--- src/rtl/arm_ex_pkg.sv ---
// Shared types for the multi-cycle ARM EX stage: ALU opcodes, EX FSM states and the NZCV flag bundle.
package arm_ex_pkg;

  typedef enum logic [3:0] {
    ALU_AND = 4'h0, ALU_EOR = 4'h1, ALU_SUB = 4'h2, ALU_RSB = 4'h3,
    ALU_ADD = 4'h4, ALU_ADC = 4'h5, ALU_SBC = 4'h6, ALU_RSC = 4'h7,
    ALU_TST = 4'h8, ALU_TEQ = 4'h9, ALU_CMP = 4'hA, ALU_CMN = 4'hB,
    ALU_ORR = 4'hC, ALU_MOV = 4'hD, ALU_BIC = 4'hE, ALU_MVN = 4'hF
  } alu_op_e;

  typedef enum logic [1:0] {
    IDLE = 2'd0,
    MUL  = 2'd1,
    DONE = 2'd2
  } ex_state_e;

  typedef struct packed {
    logic n;
    logic z;
    logic c;
    logic v;
  } nzcv_t;

  // Compare/test opcodes only update flags and never write a register.
  function automatic logic alu_writes_rd(alu_op_e op);
    return !(op inside {ALU_TST, ALU_TEQ, ALU_CMP, ALU_CMN});
  endfunction

endpackage

--- src/rtl/arm_mac_iter.sv ---
// Iterative radix-2^RADIX multiply-accumulate datapath with step counter.
// ARM_EX_MUL_EARLY_TERM_EN: finish as soon as the remaining multiplier bits are all zero.
module arm_mac_iter
  import arm_ex_pkg::*;
#(
  parameter int DATA_W = 32,
  parameter int RADIX  = 2
) (
  input  logic              clk,
  input  logic              rst,
  input  logic              start_i,
  input  logic              step_i,
  input  logic              flush_i,
  input  logic [DATA_W-1:0] acc_init_i,
  input  logic [DATA_W-1:0] mcand_i,
  input  logic [DATA_W-1:0] mplier_i,
  output logic              done_o,
  output logic [DATA_W-1:0] acc_o
);

  localparam int STEPS = DATA_W / RADIX;
  localparam int CNT_W = $clog2(STEPS + 1);

  logic [DATA_W-1:0] acc_q, mcand_q, mplier_q;
  logic [CNT_W-1:0]  cnt_q;
  logic [DATA_W-1:0] partial, mplier_nxt;

  assign partial    = mcand_q * DATA_W'(mplier_q[RADIX-1:0]);
  assign mplier_nxt = mplier_q >> RADIX;
  assign acc_o      = acc_q;

  always_comb begin
    done_o = 1'b0;
`ifdef ARM_EX_MUL_EARLY_TERM_EN
    done_o = step_i & ((cnt_q == CNT_W'(STEPS - 1)) | (mplier_nxt == '0));
`else
    done_o = step_i & (cnt_q == CNT_W'(STEPS - 1));
`endif
  end

  always_ff @(posedge clk) begin
    if (rst) begin
      acc_q    <= '0;
      mcand_q  <= '0;
      mplier_q <= '0;
      cnt_q    <= '0;
    end else if (start_i) begin
      acc_q    <= acc_init_i;
      mcand_q  <= mcand_i;
      mplier_q <= mplier_i;
      cnt_q    <= '0;
    end else if (flush_i) begin
      cnt_q <= '0;
    end else if (step_i) begin
      acc_q    <= acc_q + partial;
      mcand_q  <= mcand_q << RADIX;
      mplier_q <= mplier_nxt;
      cnt_q    <= cnt_q + CNT_W'(1);
    end
  end

endmodule

--- src/rtl/arm_ex_stage_mc.sv ---
// Multi-cycle ARM EX stage: single-cycle ALU plus iterative MUL/MLA with ID/MEM handshakes and flush.
// ARM_EX_MUL_EARLY_TERM_EN: a zero multiplier at accept skips straight to DONE.
module arm_ex_stage_mc
  import arm_ex_pkg::*;
#(
  parameter int DATA_W         = 32,
  parameter int MUL_RADIX_BITS = 2
) (
  input  logic              clk,
  input  logic              rst,
  input  logic              id_valid,
  output logic              ex_ready,
  input  logic              flush,
  input  logic              id_alu_or_mac,
  input  logic              id_mac_acc_en,
  input  logic [3:0]        id_alu_sel,
  input  logic              id_set_flags,
  input  logic              id_rd_we,
  input  logic [3:0]        id_rd_num,
  input  logic [DATA_W-1:0] id_op1,
  input  logic [DATA_W-1:0] id_op2,
  input  logic              id_shift_cout,
  input  logic [DATA_W-1:0] id_rm,
  input  logic [DATA_W-1:0] id_rs,
  input  logic [3:0]        id_nzcv,
  output logic              ex_busy_valid,
  output logic [3:0]        ex_busy_rd_num,
  output logic              ex_fwd_valid,
  output logic              mem_valid,
  input  logic              mem_ready,
  output logic [DATA_W-1:0] mem_data,
  output logic [3:0]        mem_rd_num,
  output logic              mem_rd_we,
  output logic [3:0]        mem_nzcv,
  output logic              mem_nzcv_we
);

  ex_state_e         state_q, state_d;
  logic              slot_free, accept, alu_accept, mac_accept, mac_done, done_write;
  logic [DATA_W-1:0] mac_acc;
  logic              rd_we_q, set_flags_q, c_q, v_q;
  logic [3:0]        rd_q;

  logic              mem_valid_q, mem_rd_we_q, mem_nzcv_we_q;
  logic [DATA_W-1:0] mem_data_q;
  logic [3:0]        mem_rd_num_q;
  nzcv_t             mem_nzcv_q;

  alu_op_e           op;
  nzcv_t             in_nzcv, alu_flags;
  logic [DATA_W-1:0] add_x, add_y, logic_res, alu_res;
  logic              add_cin, is_arith;
  logic [DATA_W:0]   sum;

  assign op        = alu_op_e'(id_alu_sel);
  assign in_nzcv   = nzcv_t'(id_nzcv);
  assign slot_free = !mem_valid_q | mem_ready;
  assign ex_ready  = (state_q == IDLE) & slot_free & !rst;
  assign accept    = id_valid & ex_ready & !flush;
  assign alu_accept = accept & id_alu_or_mac;
  assign mac_accept = accept & !id_alu_or_mac;
  assign done_write = (state_q == DONE) & slot_free & !flush;

  arm_mac_iter #(.DATA_W(DATA_W), .RADIX(MUL_RADIX_BITS)) u_mac (
    .clk        (clk),
    .rst        (rst),
    .start_i    (mac_accept),
    .step_i     ((state_q == MUL) & !flush),
    .flush_i    (flush),
    .acc_init_i (id_mac_acc_en ? id_op1 : '0),
    .mcand_i    (id_rm),
    .mplier_i   (id_rs),
    .done_o     (mac_done),
    .acc_o      (mac_acc)
  );

  // Every arithmetic op is folded into x + y + cin; subtraction inverts one operand.
  always_comb begin
    add_x     = id_op1;
    add_y     = id_op2;
    add_cin   = 1'b0;
    is_arith  = 1'b1;
    logic_res = '0;
    case (op)
      ALU_SUB, ALU_CMP: begin add_y = ~id_op2; add_cin = 1'b1; end
      ALU_RSB:          begin add_x = id_op2; add_y = ~id_op1; add_cin = 1'b1; end
      ALU_ADD, ALU_CMN: ;
      ALU_ADC:          add_cin = in_nzcv.c;
      ALU_SBC:          begin add_y = ~id_op2; add_cin = in_nzcv.c; end
      ALU_RSC:          begin add_x = id_op2; add_y = ~id_op1; add_cin = in_nzcv.c; end
      ALU_AND, ALU_TST: begin is_arith = 1'b0; logic_res = id_op1 & id_op2; end
      ALU_EOR, ALU_TEQ: begin is_arith = 1'b0; logic_res = id_op1 ^ id_op2; end
      ALU_ORR:          begin is_arith = 1'b0; logic_res = id_op1 | id_op2; end
      ALU_MOV:          begin is_arith = 1'b0; logic_res = id_op2; end
      ALU_BIC:          begin is_arith = 1'b0; logic_res = id_op1 & ~id_op2; end
      default:          begin is_arith = 1'b0; logic_res = ~id_op2; end
    endcase
    sum         = {1'b0, add_x} + {1'b0, add_y} + {{DATA_W{1'b0}}, add_cin};
    alu_res     = is_arith ? sum[DATA_W-1:0] : logic_res;
    alu_flags.n = alu_res[DATA_W-1];
    alu_flags.z = (alu_res == '0);
    alu_flags.c = is_arith ? sum[DATA_W] : id_shift_cout;
    alu_flags.v = is_arith ? ((add_x[DATA_W-1] == add_y[DATA_W-1]) &
                              (sum[DATA_W-1] != add_x[DATA_W-1])) : in_nzcv.v;
  end

  always_comb begin
    state_d = state_q;
    case (state_q)
      IDLE: if (mac_accept) begin
`ifdef ARM_EX_MUL_EARLY_TERM_EN
        state_d = (id_rs == '0) ? DONE : MUL;
`else
        state_d = MUL;
`endif
      end
      MUL:     if (flush) state_d = IDLE; else if (mac_done) state_d = DONE;
      DONE:    if (flush | slot_free) state_d = IDLE;
      default: state_d = IDLE;
    endcase
  end

  always_ff @(posedge clk) begin
    if (rst) begin
      state_q     <= IDLE;
      rd_q        <= '0;
      rd_we_q     <= 1'b0;
      set_flags_q <= 1'b0;
      c_q         <= 1'b0;
      v_q         <= 1'b0;
    end else begin
      state_q <= state_d;
      if (mac_accept) begin
        rd_q        <= id_rd_num;
        rd_we_q     <= id_rd_we;
        set_flags_q <= id_set_flags;
        c_q         <= in_nzcv.c;
        v_q         <= in_nzcv.v;
      end
    end
  end

  // The EX/MEM slot belongs to an older instruction, so flush never clears it.
  always_ff @(posedge clk) begin
    if (rst) begin
      mem_valid_q   <= 1'b0;
      mem_data_q    <= '0;
      mem_rd_num_q  <= '0;
      mem_rd_we_q   <= 1'b0;
      mem_nzcv_q    <= '0;
      mem_nzcv_we_q <= 1'b0;
    end else if (alu_accept) begin
      mem_valid_q   <= 1'b1;
      mem_data_q    <= alu_res;
      mem_rd_num_q  <= id_rd_num;
      mem_rd_we_q   <= id_rd_we & alu_writes_rd(op);
      mem_nzcv_q    <= id_set_flags ? alu_flags : in_nzcv;
      mem_nzcv_we_q <= id_set_flags;
    end else if (done_write) begin
      mem_valid_q   <= 1'b1;
      mem_data_q    <= mac_acc;
      mem_rd_num_q  <= rd_q;
      mem_rd_we_q   <= rd_we_q;
      mem_nzcv_q    <= '{n: mac_acc[DATA_W-1], z: (mac_acc == '0), c: c_q, v: v_q};
      mem_nzcv_we_q <= set_flags_q;
    end else if (mem_ready) begin
      mem_valid_q <= 1'b0;
    end
  end

  assign mem_valid      = mem_valid_q;
  assign mem_data       = mem_data_q;
  assign mem_rd_num     = mem_rd_num_q;
  assign mem_rd_we      = mem_rd_we_q;
  assign mem_nzcv       = mem_nzcv_q;
  assign mem_nzcv_we    = mem_nzcv_we_q;
  assign ex_fwd_valid   = mem_valid_q & mem_rd_we_q;
  assign ex_busy_valid  = (state_q != IDLE) & rd_we_q;
  assign ex_busy_rd_num = rd_q;

endmodule

--- config.mk ---
export PLATFORM = sky130hd
export DESIGN_NAME = arm_ex_stage_mc
export DESIGN_NICKNAME = d
export VERILOG_FILES = /design/src/rtl/arm_ex_pkg.sv /design/src/rtl/arm_mac_iter.sv /design/src/rtl/arm_ex_stage_mc.sv
export SDC_FILE = /design/constraint.sdc
export NUM_CORES = 1
export LEC_CHECK = 0
export ABC_CLOCK_PERIOD_IN_PS = 5400
export BUFFER_PORTS_ARGS = -buffer_cell sky130_fd_sc_hd__buf_2
export CAP_MARGIN = 25
export CELL_PAD_IN_SITES_DETAIL_PLACEMENT = 1
export CELL_PAD_IN_SITES_GLOBAL_PLACEMENT = 1
export CORE_ASPECT_RATIO = 0.7
export CORE_MARGIN = 2
export CORE_UTILIZATION = 25
export DETAILED_ROUTE_END_ITERATION = 10
export GPL_ROUTABILITY_DRIVEN = 0
export PLACE_DENSITY = 0.57
export SYNTH_ARGS = -nofsm -noshare
export SYNTH_HDL_FRONTEND = slang
export SYNTH_SLANG_ARGS = --single-unit
--- constraint.sdc ---
create_clock -name clk -period 5.4 [get_ports clk]
set_clock_uncertainty 0.15 [all_clocks]
set_input_delay 0.54 -clock clk [delete_from_list [all_inputs] [get_ports clk]]
set_output_delay 0.54 -clock clk [all_outputs]
set_load 0.01 [all_outputs]
==> out/results.ini <==
[sta]
setup-violations-final=0
max_slew.worst_pin.slew_ns=0.895
min_period_ns=5.11
final_max_slew_viol_count=0
rsz0062_at_grt=no
fmax_mhz=196
hold_violations=0
holdWs_ns=0.177
relSlewSlack_pct=39.9
finalCritPeriodShare_pct=94.7

[critical_path]
r2r-end=u_mac.acc_o[28]$_SDFFE_PP0P_
critical_path_class=primary input to flop
arrival_ns=5.27
end_kind=flop
path_max_fanout=25
r2r_start=u_mac.mplier_q[0]$_SDFFE_PP0P_
cp.required_ns=5.56
r2r_slack_ns=0.69
start_kind=primary input
rr_worst_depth=16

[route]
dr.pass1.iters=7
viasPerCell=5.37
drcViolationCount=0
drt_iter0_markers=1220
post_drt_wl_per_cell_um=20.8
antenna_left=0
drt-total-wl_um=62800
vias=16200

[clock_tree]
clock-sinks=154
cts_buffers=17
root_buffer=clkbuf_16
cts.htree.levels=4
clk_pin_slew_ns=0.08
cts_max_path_buffers=2
insertion_delay_ns=0.45
ctsHoldBuffers=0
cts_tree=built

[cells_and_area]
final_util_pct=29.7
fillCellCount=7081
nets=2538
final-seq-area_um2=3080
syn2layout_area_growth_pct=17.3
multi_input_area_um2=10200
drive_above_1_share_pct=13.6
final_area_um2=16900

[logic_synthesis]
async_reset_ff_share_pct=0
yosys_warnings=0
syn_nets=2405
netlist-cell-type-count=73
syn_area_um2=14400
synthFlopType=dfxtp_1
ys_seq_area_share_pct=21.4
synth_edf_count=0
postSynthCellCount=2126
avgSynthCellArea_um2=6.79
ys_ff_latch=154

[hold_path]
hold_depth=3
holdPathEnd=u_mac.mplier_q[31]$_SDFFE_PP0P_
hp-class=primary input to flop
min_from=id_rs[31]

[global_routing]
first_global_vias=16500
antenna_found_initial=1
grt_max_degree=79
grt_overflow_total=0
grt_usage_pct=20.8
grt_pass1_wl_um=97100

[floorplanning]
core_area_um2=56900
pin_count=200
die_w_um=291
fp-row-count=73
die_h_um=205
die-area_um2=59700
start_util_pct=25.4

[pwr]
ir_worst_vdd_mv=0.158
pwr-share-clk_pct=35.5
intPower_mw=2.30
swShare_pct=37.1
combPwrFrac_pct=31.3
seq_power_share_pct=33.2
leakage_nw=7.54
p_per_area_nw_per_um2=216
switchingPower_mw=1.35

[status]
outcome=complete, no violations

[placed_design]
place_area_um2=16300
io_buffers=199
place_hpwl_um=49500

[job]
drv_cap=0

## how the worst max path moves through the flow
stage | from | end | slack [ns] | depth (start not counted)
floorplan | id_alu_sel[1] | mem_nzcv[2]$_SDFFE_PP0P_ | 0.001 | 23
global placement | id_alu_sel[1] | mem_nzcv[1]$_SDFFE_PP0P_ | 0.01 | 19
detailed placement | id_alu_sel[1] | mem_nzcv[1]$_SDFFE_PP0P_ | -0.11 | 20
CTS | id_alu_sel[1] | mem_nzcv[1]$_SDFFE_PP0P_ | 0.31 | 20
global route | id_alu_sel[1] | mem_nzcv[2]$_SDFFE_PP0P_ | 0.02 | 20
finish | id_alu_sel[1] | mem_nzcv[1]$_SDFFE_PP0P_ | 0.29 | 20
## kinds of logic (layout without fill, tap and decap cells)
family	after synthesis	after routing	synth area share, %
other	0	1	0
adders and majority gates	129	129	12.9
DFF	154	154	21.4
muxes	25	25	1.78
buffers and inverters	319	465	8.34
AOI/OAI and AO/OA	626	626	26.9
and+or+nand+nor	822	822	25.6
xor gates and xnor gates	51	51	3.10
## layer usage
layer	routed length [um]	GRT usage [%]
met2	28100	33.4
met3	3360	4.12
met4	1400	5.57
met1	30000	28.4
met5	0	0
## state kept, by name (all words and copies together), names as in the netlist, 2 cells and up
signal / cells
u_mac.mplier_q: 32
mem_data: 32
ex_busy_rd_num: 4
u_mac.mcand_q: 32
state_q: 2
u_mac.cnt_q: 5
u_mac.acc_o: 32
mem_nzcv: 4
mem_rd_num: 4
## power by group through the flow
| stage | clock (mW) | combinational, mW | sequential [mW] |
|---|---|---|---|
| after floorplan | 0 | 0.698 | 1.23 |
| after global placement | 0 | 1.10 | 1.24 |
| after detailed placement | 0 | 1.12 | 1.24 |
| after CTS | 1.33 | 1.13 | 1.21 |
| after global routing | 1.37 | 1.26 | 1.22 |
| final | 1.29 | 1.14 | 1.21 |
## critical path, stage by stage
cell and delay (ns):
buf_2 0.31, nand3_2 0.20, nand2_1 0.32, buf_12 0.22
nand2_1 0.06, o21ai_0 0.06, o21ai_0 0.10, ha_1 0.41
a21oi_1 0.29, o211ai_1 0.17, a211oi_1 0.25, o21ai_0 0.19
buf_4 0.20, a31oi_1 0.39, o21ai_0 0.26, a21o_1 0.23
a2111oi_1 0.73, o21ai_0 0.15, o21ai_0 0.11, nor2_1 0.05
## cell usage in the layout, fill, tap and decap left out, types with 13 or more instances in the layout
cell type / synthesis / layout
nor3_1: 32 / 32
nand2b_1: 14 / 14
fa_1: 33 / 33
a21oi_1: 160 / 160
nor2_1: 307 / 306
o22ai_1: 14 / 14
xor2_1: 22 / 22
nand3_1: 49 / 48
buf_2: 5 / 198
and2_1: 13 / 13
clkbuf_16: 0 / 17
inv_1: 174 / 174
o21ai_0: 201 / 201
buf_4: 0 / 56
nand2_1: 260 / 258
o211ai_1: 19 / 19
ha_1: 96 / 96
dfxtp_1: 154 / 154
nor4_1: 75 / 75
a21o_1: 32 / 32
a31oi_1: 22 / 22
a211oi_1: 64 / 64
mux2i_1: 20 / 20
xnor2_1: 29 / 29
## area by class of cell
type | instances | share of cell area (%)
inverters | 177 | 3.93
well taps | 750 | 5.55
clock inverters | 14 | 1.06
multi-input cells | 1653 | 60.1
flip-flops and latches | 154 | 18.2
diodes | 1 | 0.0148
clock buffers | 18 | 2.54
repair buffers | 256 | 8.58
## synth_stat cells, drive strengths merged (4+ instances only)
cell | count | area, um2
nor4 | 75 | 469
xnor2 | 29 | 254
nand4b | 6 | 52.6
a211oi | 64 | 480
nor3 | 32 | 160
xor2 | 22 | 193
buf | 20 | 81.3
or3 | 5 | 31.3
fa | 33 | 661
dfxtp | 154 | 3080
o22ai | 14 | 87.6
nand4 | 11 | 68.8
inv | 174 | 653
a2111oi | 4 | 35.0
a21o | 32 | 240
nand3 | 49 | 245
and2 | 13 | 81.3
a21oi | 160 | 801
nand2b | 14 | 87.6
o21a | 10 | 75.1
nor2 | 307 | 1150
a22o | 6 | 52.6
a21boi | 5 | 37.5
mux2 | 5 | 56.3
o211ai | 19 | 143
mux2i | 20 | 200
nand2 | 260 | 976
nor2b | 11 | 68.8
or2 | 4 | 25.0
a31oi | 22 | 138
clkbuf | 122 | 458
o221ai | 7 | 61.3
a222oi | 8 | 80.1
a221oi | 12 | 105
o21bai | 7 | 52.6
ha | 96 | 1200
and3 | 9 | 56.3
or4 | 6 | 45.0
a22oi | 11 | 82.6
o31ai | 6 | 45.0
o21ai | 203 | 1020
## what timing repair did
action,in CTS,in global routing
endpoints found under the setup margin,0,1
hold endpoints to repair,0,0
buffers inserted,0,0
gates resized for setup,0,1
## through the flow
step           total power, mW  std cells  setup slack [ns]  setup TNS [ns]
2_1_floorplan             1.93       2126           0.00126               0
6_report                  3.65       3023             0.288               0
5_1_grt                   3.85       3022            0.0244               0
3_5_place_dp              2.36       2989            -0.110          -0.110
4_1_cts                   3.67       3021             0.314               0
3_3_place_gp              2.33       2989            0.0141               0
(Power assumes the default switching activity.)
